**src/rtl/booth_mult_ctrl_pkg.sv**
```systemverilog
// Shared types and constants for the Booth multiplier controller.
package booth_ctrl_pkg;
  localparam int WIDTH_M_DEF = 16;
  localparam int CNT_W_DEF   = 5;

  localparam logic [1:0] ALU_PASS = 2'b00;
  localparam logic [1:0] ALU_ADD  = 2'b01;
  localparam logic [1:0] ALU_SUB  = 2'b10;

  typedef enum logic [1:0] {
    IDLE  = 2'd0,
    CALC  = 2'd1,
    DONE  = 2'd2,
    FLUSH = 2'd3
  } state_e;
endpackage

```
**src/rtl/booth_mult_ctrl_op_decode.sv**
```systemverilog
// Booth pair decode: {Q0,Q_1} selects add, subtract or pass for the ALU.
module booth_op_decode
  import booth_ctrl_pkg::*;
(
  input  logic       i_q0,
  input  logic       i_q_1,
  output logic [1:0] o_alu_op
);
  // 01 -> add M, 10 -> subtract M, 00/11 -> pass A
  always_comb begin
    unique case ({i_q0, i_q_1})
      2'b01:   o_alu_op = ALU_ADD;
      2'b10:   o_alu_op = ALU_SUB;
      default: o_alu_op = ALU_PASS;
    endcase
  end
endmodule

```
**src/rtl/booth_mult_ctrl.sv**
```systemverilog
// Sequencer for the radix-2 Booth sequential-multiplier datapath.
// Optional macro BOOTH_CTRL_TIMEOUT_EN adds a CALC watchdog and the err port.
module booth_mult_ctrl
  import booth_ctrl_pkg::*;
#(
  parameter int WIDTH_M = WIDTH_M_DEF,
  parameter int CNT_W   = CNT_W_DEF
) (
  input  logic       clk,
  input  logic       rst_n,
  input  logic       in_valid,
  output logic       in_ready,
  output logic       out_valid,
  input  logic       out_ready,
  output logic       busy,
  input  logic       count_done,
  input  logic       Q0,
  input  logic       Q_1,
  output logic       en_multr,
  output logic       en_mltd,
  output logic       en_count,
  output logic       en_ac,
  output logic [1:0] alu_op,
  output logic       selQ,
  output logic       selA,
  output logic       selQ_1,
  output logic       en_out,
  output logic       clear
`ifdef BOOTH_CTRL_TIMEOUT_EN
  , output logic     err
`endif
);

  // The watchdog must be able to reach WIDTH_M+1.
  if (2**CNT_W <= WIDTH_M + 1) begin : g_bad_cnt_w
    $error("CNT_W too narrow for WIDTH_M");
  end

  state_e     r_state;
  state_e     w_next;
  logic [1:0] w_op;
  logic       w_stop;   // iterations finished (or abandoned) this cycle

  booth_op_decode u_dec (
    .i_q0     (Q0),
    .i_q_1    (Q_1),
    .o_alu_op (w_op)
  );

`ifdef BOOTH_CTRL_TIMEOUT_EN
  logic [CNT_W-1:0] r_tcnt;
  logic             r_err;
  logic             w_tmo;

  // Give up on the datapath after WIDTH_M+2 CALC cycles without count_done.
  assign w_tmo  = (r_state == CALC) && !count_done && (r_tcnt == CNT_W'(WIDTH_M + 1));
  assign w_stop = count_done | w_tmo;
  assign err    = r_err;

  // Count CALC cycles; restart on every accept.
  always_ff @(posedge clk or negedge rst_n) begin
    if (!rst_n)                          r_tcnt <= '0;
    else if (r_state == IDLE && in_valid) r_tcnt <= '0;
    else if (r_state == CALC && !w_stop)  r_tcnt <= r_tcnt + 1'b1;
  end

  // err rides along with the result and drops once the flush happens.
  always_ff @(posedge clk or negedge rst_n) begin
    if (!rst_n)                  r_err <= 1'b0;
    else if (w_tmo)              r_err <= 1'b1;
    else if (r_state == FLUSH)   r_err <= 1'b0;
  end
`else
  assign w_stop = count_done;
`endif

  // State register.
  always_ff @(posedge clk or negedge rst_n) begin
    if (!rst_n) r_state <= IDLE;
    else        r_state <= w_next;
  end

  // Next-state logic.
  always_comb begin
    w_next = r_state;
    unique case (r_state)
      IDLE:  if (in_valid)  w_next = CALC;
      CALC:  if (w_stop)    w_next = DONE;
      DONE:  if (out_ready) w_next = FLUSH;
      FLUSH:                w_next = IDLE;
      default:              w_next = IDLE;
    endcase
  end

  // Output decode; load enables in IDLE and iteration enables in CALC are Mealy.
  always_comb begin
    in_ready  = 1'b0;
    out_valid = 1'b0;
    busy      = (r_state != IDLE);
    en_multr  = 1'b0;
    en_mltd   = 1'b0;
    en_count  = 1'b0;
    en_ac     = 1'b0;
    alu_op    = ALU_PASS;
    selQ      = 1'b0;
    selA      = 1'b0;
    selQ_1    = 1'b0;
    en_out    = 1'b1;
    clear     = 1'b0;
    unique case (r_state)
      IDLE: begin
        in_ready = 1'b1;
        if (in_valid) begin
          en_mltd  = 1'b1;
          en_multr = 1'b1;
          en_ac    = 1'b1;
        end
      end
      CALC: begin
        if (!w_stop) begin
          en_ac    = 1'b1;
          en_multr = 1'b1;
          en_count = 1'b1;
          selA     = 1'b1;
          selQ     = 1'b1;
          selQ_1   = 1'b1;
          alu_op   = w_op;
        end
      end
      DONE: begin
        out_valid = 1'b1;
        en_out    = 1'b0;
      end
      FLUSH: clear = 1'b1;
      default: ;
    endcase
  end
endmodule

```
**config.mk**
```make
export PLATFORM = sky130hd
export DESIGN_NAME = booth_mult_ctrl
export DESIGN_NICKNAME = d
export VERILOG_FILES = /design/src/rtl/booth_mult_ctrl_pkg.sv /design/src/rtl/booth_mult_ctrl_op_decode.sv /design/src/rtl/booth_mult_ctrl.sv
export SDC_FILE = /design/constraint.sdc
export NUM_CORES = 1
export LEC_CHECK = 0
export CELL_PAD_IN_SITES_DETAIL_PLACEMENT = 1
export CELL_PAD_IN_SITES_GLOBAL_PLACEMENT = 1
export CORE_MARGIN = 10
export CORE_UTILIZATION = 17
export CTS_CLUSTER_SIZE = 28
export DETAILED_ROUTE_END_ITERATION = 8
export GPL_TIMING_DRIVEN = 0
export PLACE_DENSITY = 0.67
export SLEW_MARGIN = 20
export SYNTH_ARGS = -nofsm -noshare
export SYNTH_HDL_FRONTEND = slang
export SYNTH_SLANG_ARGS = --single-unit
```
**constraint.sdc**
```tcl
create_clock -name clk -period 1.3 [get_ports clk]
set_input_delay 0.13 -clock clk [delete_from_list [all_inputs] [get_ports clk]]
set_output_delay 0.13 -clock clk [all_outputs]
set_load 0.005 [all_outputs]
```
* After elaboration in Yosys (flattened, before gate mapping)
Cells that the tools add are included.
Storage, ports and cells: bits in registers 2, word-level logic and storage cells 28
Operators by class: equality and inequality tests 8, reduce and logical (&&, ||, !) cells 3, mux-type cells 16
Operators with widths (count):
- $mux 2 | 5
- $mux 1 | 8
- $pmux 2 s4 | 1
- $eq 2x2->1 const B | 3
- $ne 2x2->1 const B | 3
- $eq 2x1->1 const B | 2
- $pmux 2 s2 | 1
- $reduce_and 3->1 | 1
- $logic_not 2->1 | 1
- $pmux 1 s2 | 1
- $reduce_bool 2->1 | 1

* Longest topological paths before layout
depth after elaboration 4, gate-level depth with buffers 6, mapped depth without buffers 5

* Hierarchy
From an unflattened synthesis, not the netlist that was laid out.
Second synthesis, totals: cells, all modules 29, area, all modules 260.2 µm²
By module, submodules not included:
- booth_mult_ctrl | cells each 27, instances 1, area each 245.2 µm²
- booth_op_decode | cells each 2, instances 1, area each 15.0 µm²

* Worst setup path before layout
Ideal clock, no wire load.
path type reg-to-reg, start register r_state[0], end register r_state[1], path slack -0.135 ns, data arrival time 1.310 ns, setup time 0.125 ns, period minus slack after synthesis 1.435 ns, stages on the path, launching flop included 6, path buffers 0, cells stage by stage dfrtp_1 -> inv_1 -> ha_1 -> inv_2 -> o221a_1 -> mux2_4
Between the ends: longest elaborated chain between the ends 3
RTL lines:
- start, declared | RTL line booth_mult_ctrl.sv:39 | state_e r_state;
- start signal, assigned | RTL line booth_mult_ctrl.sv:80 | else r_state <= w_next;
- $eq 2x1->1 (tied with other cells) | RTL line booth_mult_ctrl.sv:86 | unique case (r_state)
- $ne 2x2->1 (no line)
- $reduce_and 3->1 (no line)
Several ways; a longest one is shown, not always the timed one. A chain may end at the register's enable or synchronous reset.

* Final worst setup path
start register r_state[0], end output port en_multr
Between the ends: longest elaborated chain between the ends 2
RTL lines:
- $eq 2x1->1 or $logic_not 2->1 (tied branches) | RTL line booth_mult_ctrl.sv:110 | unique case (r_state)
- $pmux 1 s2 (*) | RTL line booth_mult_ctrl.sv:110
- end, declared | RTL line booth_mult_ctrl.sv:19 | output logic en_multr,
Every way passes the cells marked *; elsewhere a longest branch is shown, timed or not.

==> metrics <==
clk_skew 0.00117 ns; Die W 57.6 µm; GP Congestion 0.665; Largest delay share family, worst path flip-flops; mux share of post-synthesis cell area 6.25%; fmax 639 MHz; clock transition at the registers of the reported paths 0.03 ns; share of the synthesized area in the top cell type 26.0%; crit path max fanout 4; number of global-route vias before repair 377; placed insts 61; wire per inst 14.2 µm; Post-Synth Adder-Cell Area 26.0%; violated checks setup timing; syn_nets 38; drt via density 4.13; clock root buffer clkbuf_4; hold bufs inserted after CTS 0; filler instances 144; main combinational cell family by area after synthesis adder cells; Post-Synthesis Cells 26; crit path launch type register; HPWL after DPL 696 µm; largest net degree at the start of global routing 5; CP max stage cell dfrtp_2; Die Ht 57.6 µm; RSZ-0062 raised after global routing true; Syn Area/Cell 9.24 µm²; global-route wire length before repair 1670 µm; synthesized area 240 µm²; VDD IR-drop max 0.000944 V; Max Cap Viol 0; DR pass1 iterations 1; CTS tree yes; Seq/Total Area, Yosys 20.8%; outcome finished, violations left; ratio of cells with drive above 1 in the final layout 80.6%; WHS 0.0713 ns; Area growth syn-to-layout 186%; initial core utilization 18.2%; synthesized flop and latch total 2; setup ws final -0.265 ns; Most Crowded Layer GR met2; Netlist cell types 13; violation count after the first detailed-route iteration 0; Post-Synth XOR/XNOR Area 0%; Largest register FFs 2; worst-margin pin slew 0.215 ns; final wirelength 1100 µm; antenna cell count 0; cell chain of the critical path ha_4 > nand2b_4 > inv_4 > or2_4 > buf_6 > buf_6; top flop regs r_state: 2 flops; most frequent CP cell buf_6; multi-input logic area 210 µm²; count of buffers from port buffering 20; met3 usage 3.76%; Hold WC Path Type input pin to asynchronous set/reset pin; LEAKAGE 0.333 nW; Tot GR Track Use 6.23%; area leader, netlist ha_1; crit path capture type output pin; total placed instance area 497 µm²; Max clock buf depth 2; die area 3320 µm²; WS Path Type register to output pin; ANT nets after route 0; Synth warnings 0; IO Count 21; core area 1320 µm²; initial antenna violation count 0; Num CTS Buffers 3; Final Cell Area 687 µm²; Post-Synth Simple-Gate Area 14.1%; largest cells by area after synthesis ha_1, dfrtp_1, buf_4, inv_1, mux2_4; Compound-Gate Fraction of Synth Area 10.9%; final net count 76; final setup vio count 12; critical path buffer and inverter count 3; slew margin rel. 85.5%; Pins Over Slew Limit 0; power per cell area 2270 nW/µm²; Critical Path AT 1.44 ns; Fin. Hold Viols 0; vias 318; minimum clock period 1.57 ns; DRC 0; worst path required time 1.17 ns; row count 13; GRT met2 Usage 9.05%; clock sink count 2; GR met1 Demand/Resource 6.99%; area of all sequential standard cells 52.6 µm²; Post-Layout Cell Count 77; GRT overflow 0; Clock Latency Late Sink 0.22 ns; crit-path max cell delay 0.44 ns; H-tree depth 1; Top reg by flops r_state; period utilization 120%
[cell usage in the layout, fill, tap and decap left out, drive strengths merged]
cell           count
and2               1
clkbuf             5
buf               29
o221a              1
clkdlybuf4s50      6
mux2               1
dfrtp              2
nand2b             1
or2                1
o32a               1
nor3b              2
inv                6
o21ai              1
ha                 5
[synthesized netlist by cell type (all sizes together)]
master	number
nor3b	2
dfrtp	2
buf	4
inv	6
and2	1
o21ai	1
ha	5
nand2b	1
mux2	1
or2	1
o221a	1
o32a	1
[final timing paths]
kind | startpoint | end | slack [ns] | depth (start not counted)
max in group asynchronous | rst_n | r_state[1] | 1.10 | 1
max reg2reg | r_state[0] | r_state[1] | -0.23 | 6
min in group clk | r_state[1] | r_state[1] | 0.67 | 2
max | r_state[0] | en_multr | -0.27 | 6
min | rst_n | r_state[0] | 0.07 | 1
min reg2reg | r_state[1] | r_state[1] | 0.67 | 2
[final cells by class]
type	instances	share of cell area (%)
tap	15	2.73
buffer	3	4.92
clock buffer	3	3.28
multi-input combinational	14	30.6
inverter	6	4.37
timing repair buffer	34	46.4
sequential	2	7.65
[kinds of logic (layout without fill, tap and decap cells)]
kind of cell,count (synthesis),after routing
AO/OA/AOI/OAI,3,3
multiplexers,1,1
adder cells (fa/ha/maj),5,5
flip-flops,2,2
buffers and inverters,10,46
AND/OR/NAND/NOR,5,5
[through the flow]
| step | util, % | setup TNS [ns] | setup slack (ns) | total power, mW |
|---|---|---|---|---|
| 2_1_floorplan | - | -0.113 | -0.0747 | 0.597 |
| 3_3_place_gp | 37.7 | -3.47 | -0.515 | 0.997 |
| 3_5_place_dp | 37.7 | -3.78 | -0.547 | 1.01 |
| 4_1_cts | 49.3 | -1.98 | -0.260 | 1.43 |
| 5_1_grt | 52.1 | -2.63 | -0.334 | 1.72 |
| 6_report | 52.1 | -1.74 | -0.265 | 1.56 |
[metal layers]
| layer | part of all wire (%) | wire length, µm | vias up |
|---|---|---|---|
| li1 | - | - | 156 |
| met1 | 40 | 435 | 143 |
| met2 | 49 | 537 | 19 |
| met3 | 11 | 122 | 0 |
| met4 | 0 | 0 | 0 |
| met5 | 0 | 0 | - |
[report_power, final]
part | switching [mW] | leakage, nW | internal, mW
sequential | 0.0536 | 0.0214 | 0.105
clock | 0.0317 | 0.0138 | 0.102
combinational | 0.466 | 0.298 | 0.803
total | 0.551 | 0.333 | 1.01
[what timing repair did]
item,CTS,global route
pin swaps,3,2
endpoints found under the setup margin,16,16
gates cloned,0,0
gates resized for setup,66,19
setup buffers,10,4
endpoints found under the hold margin,0,0
Power figures use the tool's default switching activity.
